===== config.mk =====
export PLATFORM = sky130hd
export DESIGN_NAME = sequence_tx_101
export DESIGN_NICKNAME = d
export VERILOG_FILES = /design/src/rtl/sequence_tx_pkg.sv /design/src/rtl/piso_shift_reg.sv /design/src/rtl/sequence_tx_101.sv
export SDC_FILE = /design/constraint.sdc
export NUM_CORES = 1
export LEC_CHECK = 0
export ABC_AREA = 0
export CORE_ASPECT_RATIO = 0.9
export CORE_UTILIZATION = 52
export DETAILED_ROUTE_END_ITERATION = 10
export PLACE_DENSITY = 0.76
export REMOVE_ABC_BUFFERS = 1
export SYNTH_ARGS = -nofsm -noshare
export SYNTH_HDL_FRONTEND = slang
export SYNTH_SLANG_ARGS = --single-unit
export TNS_END_PERCENT = 100

===== constraint.sdc =====
create_clock -name clk -period 2.9 [get_ports clk]
set_clock_uncertainty 0.1 [all_clocks]
set_input_delay 0.435 -clock clk [delete_from_list [all_inputs] [get_ports clk]]
set_output_delay 0.435 -clock clk [all_outputs]
set_load 0.1 [all_outputs]

===== src/rtl/sequence_tx_pkg.sv =====
// Shared definitions for the 101-sequence frame transmitter and the benches
// that drive 101 detectors.
//   tx_state_t       : FSM state, also exported on the Q debug port
//   DEFAULT_PREAMBLE : preamble marker a downstream 101 detector looks for
//   max3             : elaboration-time helper for sizing the frame counter
package sequence_tx_pkg;

  typedef enum logic [1:0] {
    ST_IDLE = 2'b00,
    ST_PRE  = 2'b01,
    ST_DATA = 2'b10,
    ST_GAP  = 2'b11
  } tx_state_t;

  localparam int unsigned DEFAULT_PRE_W = 3;
  localparam logic [DEFAULT_PRE_W-1:0] DEFAULT_PREAMBLE = 3'b101;

  function automatic int unsigned max3(input int unsigned a,
                                       input int unsigned b,
                                       input int unsigned c);
    int unsigned m;
    m = a;
    if (b > m) m = b;
    if (c > m) m = c;
    return m;
  endfunction

endpackage


===== src/rtl/piso_shift_reg.sv =====
// Parallel-in serial-out shift register, shifting left, serial output = MSB.
//   clk   : clock, rising edge
//   clear : asynchronous active-high reset, clears contents
//   load  : capture d (takes priority over shift)
//   shift : shift left by one, zero filled
//   d     : parallel load word
//   msb   : serial output, current MSB
module piso_shift_reg #(
  parameter int unsigned WIDTH = 32
) (
  input  logic             clk,
  input  logic             clear,
  input  logic             load,
  input  logic             shift,
  input  logic [WIDTH-1:0] d,
  output logic             msb
);

  logic [WIDTH-1:0] q;

  always_ff @(posedge clk or posedge clear) begin
    if (clear) begin
      q <= '0;
    end else if (load) begin
      q <= d;
    end else if (shift) begin
      q <= q << 1;
    end
  end

  assign msb = q[WIDTH-1];

endmodule


===== src/rtl/sequence_tx_101.sv =====
// Bit-serial frame transmitter feeding the x input of a 101 detector.
// Each accepted word goes out as: preamble (MSB-first), payload (MSB-first),
// then GAP forced-zero bits.
//   clk         : clock, rising edge
//   clear       : asynchronous active-high reset
//   data_in     : payload word, sampled on an accepted load
//   load        : send request, accepted when load && ready
//   ready       : idle, able to accept a load
//   x           : registered serial output
//   busy        : frame (including gap) in progress
//   frame_start : pulse with the first preamble bit on x
//   frame_done  : pulse with the last payload bit on x
//   Q           : state encoding, debug only
module sequence_tx_101
  import sequence_tx_pkg::*;
#(
  parameter int unsigned         DATA_W   = 32,
  parameter int unsigned         PRE_W    = DEFAULT_PRE_W,
  parameter logic [PRE_W-1:0]    PREAMBLE = PRE_W'(DEFAULT_PREAMBLE),
  parameter int unsigned         GAP      = 2
) (
  input  logic              clk,
  input  logic              clear,
  input  logic [DATA_W-1:0] data_in,
  input  logic              load,
  output logic              ready,
  output logic              x,
  output logic              busy,
  output logic              frame_start,
  output logic              frame_done,
  output logic [1:0]        Q
);

  localparam int unsigned CW = $clog2(max3(DATA_W, PRE_W, GAP) + 1);
  localparam logic [CW-1:0] CNT_PRE  = CW'(PRE_W - 1);
  localparam logic [CW-1:0] CNT_DATA = CW'(DATA_W - 1);
  localparam logic [CW-1:0] CNT_GAP  = CW'((GAP > 0) ? GAP - 1 : 0);

  tx_state_t        state, state_nxt;
  logic [CW-1:0]    cnt, cnt_nxt;
  logic             x_nxt, fs_nxt, fd_nxt;
  logic             sr_load, sr_shift, sr_msb;
  logic [PRE_W-1:0] pre_sh;

  piso_shift_reg #(
    .WIDTH (DATA_W)
  ) u_sr (
    .clk   (clk),
    .clear (clear),
    .load  (sr_load),
    .shift (sr_shift),
    .d     (data_in),
    .msb   (sr_msb)
  );

  // Counter holds the index of the bit currently on x within its field.
  // Next-cycle x is computed here and registered, so x never sees load
  // combinationally. The shift register is shifted as its MSB is copied to
  // x, so sr_msb is always the next payload bit.
  always_comb begin
    state_nxt = state;
    cnt_nxt   = cnt;
    x_nxt     = 1'b0;
    fs_nxt    = 1'b0;
    fd_nxt    = 1'b0;
    sr_load   = 1'b0;
    sr_shift  = 1'b0;
    pre_sh    = '0;
    case (state)
      ST_IDLE: begin
        if (load) begin
          state_nxt = ST_PRE;
          cnt_nxt   = CNT_PRE;
          x_nxt     = PREAMBLE[PRE_W-1];
          fs_nxt    = 1'b1;
          sr_load   = 1'b1;
        end
      end
      ST_PRE: begin
        if (cnt != '0) begin
          cnt_nxt = cnt - CW'(1);
          pre_sh  = PREAMBLE >> cnt_nxt;
          x_nxt   = pre_sh[0];
        end else begin
          state_nxt = ST_DATA;
          cnt_nxt   = CNT_DATA;
          x_nxt     = sr_msb;
          sr_shift  = 1'b1;
          fd_nxt    = (DATA_W == 1);
        end
      end
      ST_DATA: begin
        if (cnt != '0) begin
          cnt_nxt  = cnt - CW'(1);
          x_nxt    = sr_msb;
          sr_shift = 1'b1;
          fd_nxt   = (cnt == CW'(1));
        end else if (GAP == 0) begin
          state_nxt = ST_IDLE;
          cnt_nxt   = '0;
        end else begin
          state_nxt = ST_GAP;
          cnt_nxt   = CNT_GAP;
        end
      end
      ST_GAP: begin
        if (cnt != '0) begin
          cnt_nxt = cnt - CW'(1);
        end else begin
          state_nxt = ST_IDLE;
          cnt_nxt   = '0;
        end
      end
      default: begin
        state_nxt = ST_IDLE;
        cnt_nxt   = '0;
      end
    endcase
  end

  always_ff @(posedge clk or posedge clear) begin
    if (clear) begin
      state       <= ST_IDLE;
      cnt         <= '0;
      x           <= 1'b0;
      frame_start <= 1'b0;
      frame_done  <= 1'b0;
    end else begin
      state       <= state_nxt;
      cnt         <= cnt_nxt;
      x           <= x_nxt;
      frame_start <= fs_nxt;
      frame_done  <= fd_nxt;
    end
  end

  assign ready = (state == ST_IDLE);
  assign busy  = ~ready;
  assign Q     = state;

endmodule


==> flow_metrics.py <==
metrics = {
    "status": {
        "outcome": "finished with violations",
        "violations": "DRC",
    },
    "clock_tree": {
        "postCtsSetupRepairBufs": 0,
        "clk_pin_slew_ns": 0.08,
        "root_buffer": "clkbuf_8",
        "cts_tree": "done",
        "clock_sinks": 43,
        "worstSkewPairLatency_ns": 0.29,
        "htree_num_levels": 2,
        "numCtsBuffers": 5,
        "ctsResizeCount": 0,
        "clockBufferDepth": 2,
        "cts_hold_buf": 0,
    },
    "worst_setup_path": {
        "cp_top_family": "compound AO/OA/AOI/OAI gates",
        "path_max_fanout": 32,
        "cp_num_buf_inv": 1,
        "critPathArrivalTime_ns": 2.46,
        "end_kind": "flop",
        "rr_startpoint": "cnt[0]$_DFFE_PP0N_",
        "critPathKind": "flop to flop",
        "critical_path.cell_chain": "inv_1 > ha_1 > nor3b_4 > a21bo_2 > a31oi_1 > a21oi_1",
        "start_kind": "flop",
        "cp.required_ns": 3.01,
        "regToRegSetupSlack_ns": 0.55,
        "slowest_delay_ns": 0.61,
        "crit_path_top_delay_cell": "a21bo_2",
        "r2r-end": "u_sr.q[16]$_DFFE_PP0P_",
        "reg2reg_depth": 6,
    },
    "timing": {
        "relSlewSlack": 0.581,
        "setup_viol": 0,
        "hold_violations": 0,
        "slew_viol_final": 0,
        "period_share": 0.811,
        "period_minus_slack_ns": 2.35,
        "rsz0062_at_grt": "false",
        "tns_ns": 0,
        "fmax_mhz": 425,
        "worst_slew_pin_slew_ns": 0.628,
    },
    "finish": {
        "final_cells": 335,
        "area_growth_syn_to_layout_pct": 23.8,
        "layout.nets": 327,
        "final_layout_size_suffix_gt1_frac": 0.0976,
        "antenna_cells": 0,
        "fillers": 355,
        "design_area_mm2": 0.00274,
    },
    "routing": {
        "finalWirelength_um": 4960,
        "drc": 4,
        "dr.pass1.iters": 7,
        "vias_per_cell": 5.93,
        "ant_nets": 0,
        "wl_per_cell_um": 14.8,
        "dr_total_vias": 1986,
        "drt_iter0_drc": 266,
    },
    "logic_synthesis": {
        "syn_area_per_cell_um2": 8.80,
        "synth_top_cell_by_area": "dfrtp_1",
        "synth-seq-cells": 43,
        "synth_warnings": 0,
        "syn_area_mm2": 0.00221,
        "synth_edf_count": 0,
        "synth_top_area_frac": 0.487,
        "yosys-top-cells-area": "dfrtp_1 (49%), a31oi_1 (9.1%), o21ai_0 (8.2%)",
        "seq_area_frac_synth": 0.487,
        "syn_inst": 251,
        "async_reset_ff_frac": 1.00,
        "yosysMostFrequentCell": "dfrtp_1",
        "synth_ff_type": "dfrtp_1",
        "synthDistinctLibCells": 34,
        "synth_commonest_cells": "dfrtp_1 (43), o21ai_0 (36), nor2_1 (35)",
    },
    "die": {
        "dieHeight_um": 63.8,
        "ios": 42,
        "start_util": 0.542,
        "die_w_um": 70.7,
        "die_area_mm2": 0.00451,
        "rows": 22,
        "core_area_mm2": 0.00407,
    },
    "hold_path": {
        "worstHoldPathCells": 2,
        "min-delay-start": "u_sr.q[29]$_DFFE_PP0P_",
        "min_to": "u_sr.q[30]$_DFFE_PP0P_",
        "min_path_type": "flop to flop",
    },
    "global_routing": {
        "grt-ovfl-total": 0,
        "grt_usage": 0.233,
        "grt_first_pass_wirelength_um": 8330,
        "grt_max_degree": 44,
        "grt_pass1_vias": 1808,
        "antenna_found_initial": 0,
    },
    "job": {
        "cap_viol_max_count": 0,
    },
    "placement": {
        "placed_area_mm2": 0.00264,
        "placed_cells": 327,
        "place.gp.congestion": 0.836,
        "dpl.hpwl_um": 3030,
        "io_buffers": 41,
    },
    "power_and_ir_drop": {
        "peakVddDrop_uv": 781,
        "p_per_area_mw_per_mm2": 1230,
        "p_leak_nw": 1.12,
    },
}
[logic make-up (layout without fill, tap and decap cells)]
group / count (synthesis) / in the layout / synth area share
DFF: 43 / 43 / 0.487
adders and majority gates: 6 / 6 / 0.0340
muxes: 1 / 1 / 0.00510
AOI/OAI and AO/OA: 116 / 116 / 0.297
and+or+nand+nor: 57 / 57 / 0.123
xor gates and xnor gates: 1 / 1 / 0.00396
buffers and inverters: 27 / 63 / 0.0498
[stage by stage]
| step | worst slack (ns) | utilization | total power [mW] | hold WS (ns) |
|---|---|---|---|---|
| finish | 0.548 | 0.671 | 3.36 | 0.431 |
| CTS | 0.558 | 0.671 | 3.35 | 0.432 |
| global route | 0.367 | 0.671 | 3.63 | 0.465 |
| global placement | 0.678 | 0.647 | 2.89 | 0.422 |
| detailed placement | 0.585 | 0.647 | 2.94 | 0.417 |
| floorplan | -0.995 | - | 2.46 | 0.375 |
[worst register-to-register path: stages, from the launching register on]
cell     delay, ns
dfrtp_1       0.47
inv_1         0.09
ha_1          0.25
nor3b_4       0.37
a21bo_2       0.61
a31oi_1       0.19
a21oi_1       0.19
[registers in the layout (all words and copies together) (netlist names)]
signal and count:
frame_done 1, Q 2, x 1, cnt 6, u_sr.q 32, frame_start 1
[placed cells by master (no fill, tap or decap), types with 3 or more instances in the layout]
| cell | n |
|---|---|
| nand2_1 | 5 |
| dfrtp_1 | 43 |
| ha_1 | 6 |
| clkbuf_8 | 7 |
| a31oi_1 | 32 |
| a21oi_1 | 34 |
| nor3_1 | 4 |
| o21ai_1 | 4 |
| nor2_1 | 35 |
| buf_4 | 14 |
| inv_1 | 5 |
| nor4_1 | 3 |
| o21ai_0 | 36 |
| clkdlybuf4s50_1 | 34 |
[how the worst max path moves through the flow]
stage	start	end	slack, ns	depth (start not counted)
floorplan	Q[0]$_DFFE_PP0P_	u_sr.q[11]$_DFFE_PP0P_	-0.99	6
global placement	cnt[0]$_DFFE_PP0N_	u_sr.q[22]$_DFFE_PP0P_	0.68	6
detailed placement	cnt[0]$_DFFE_PP0N_	u_sr.q[16]$_DFFE_PP0P_	0.59	6
CTS	cnt[0]$_DFFE_PP0N_	u_sr.q[16]$_DFFE_PP0P_	0.56	6
global route	cnt[0]$_DFFE_PP0N_	u_sr.q[18]$_DFFE_PP0P_	0.37	6
finish	cnt[0]$_DFFE_PP0N_	u_sr.q[16]$_DFFE_PP0P_	0.55	6
[power by group]
group | internal (mW) | switching, mW | total, mW
Sequential | 0.906 | 0.177 | 1.08
Combinational | 0.711 | 1.15 | 1.86
Clock | 0.218 | 0.196 | 0.413
[area by class of cell]
class	count	area, um^2	area share
flip-flops and latches	43	1080	0.393
well taps	48	60.1	0.0220
inverters	7	26.3	0.00961
multi-input cells	181	1030	0.376
clock buffers	8	100	0.0366
repair buffers	48	445	0.163
[layer usage]
layer / routed length [um] / share of wire / global-route usage / up-vias
li1: - / - / - / 985
met1: 2500 / 0.50 / 0.330 / 940
met2: 2190 / 0.44 / 0.362 / 57
met3: 239 / 0.048 / 0.0457 / 4
met4: 32 / 0.0065 / 0.0750 / 0
met5: 0 / 0 / 0 / -
(Power assumes the default switching activity.)
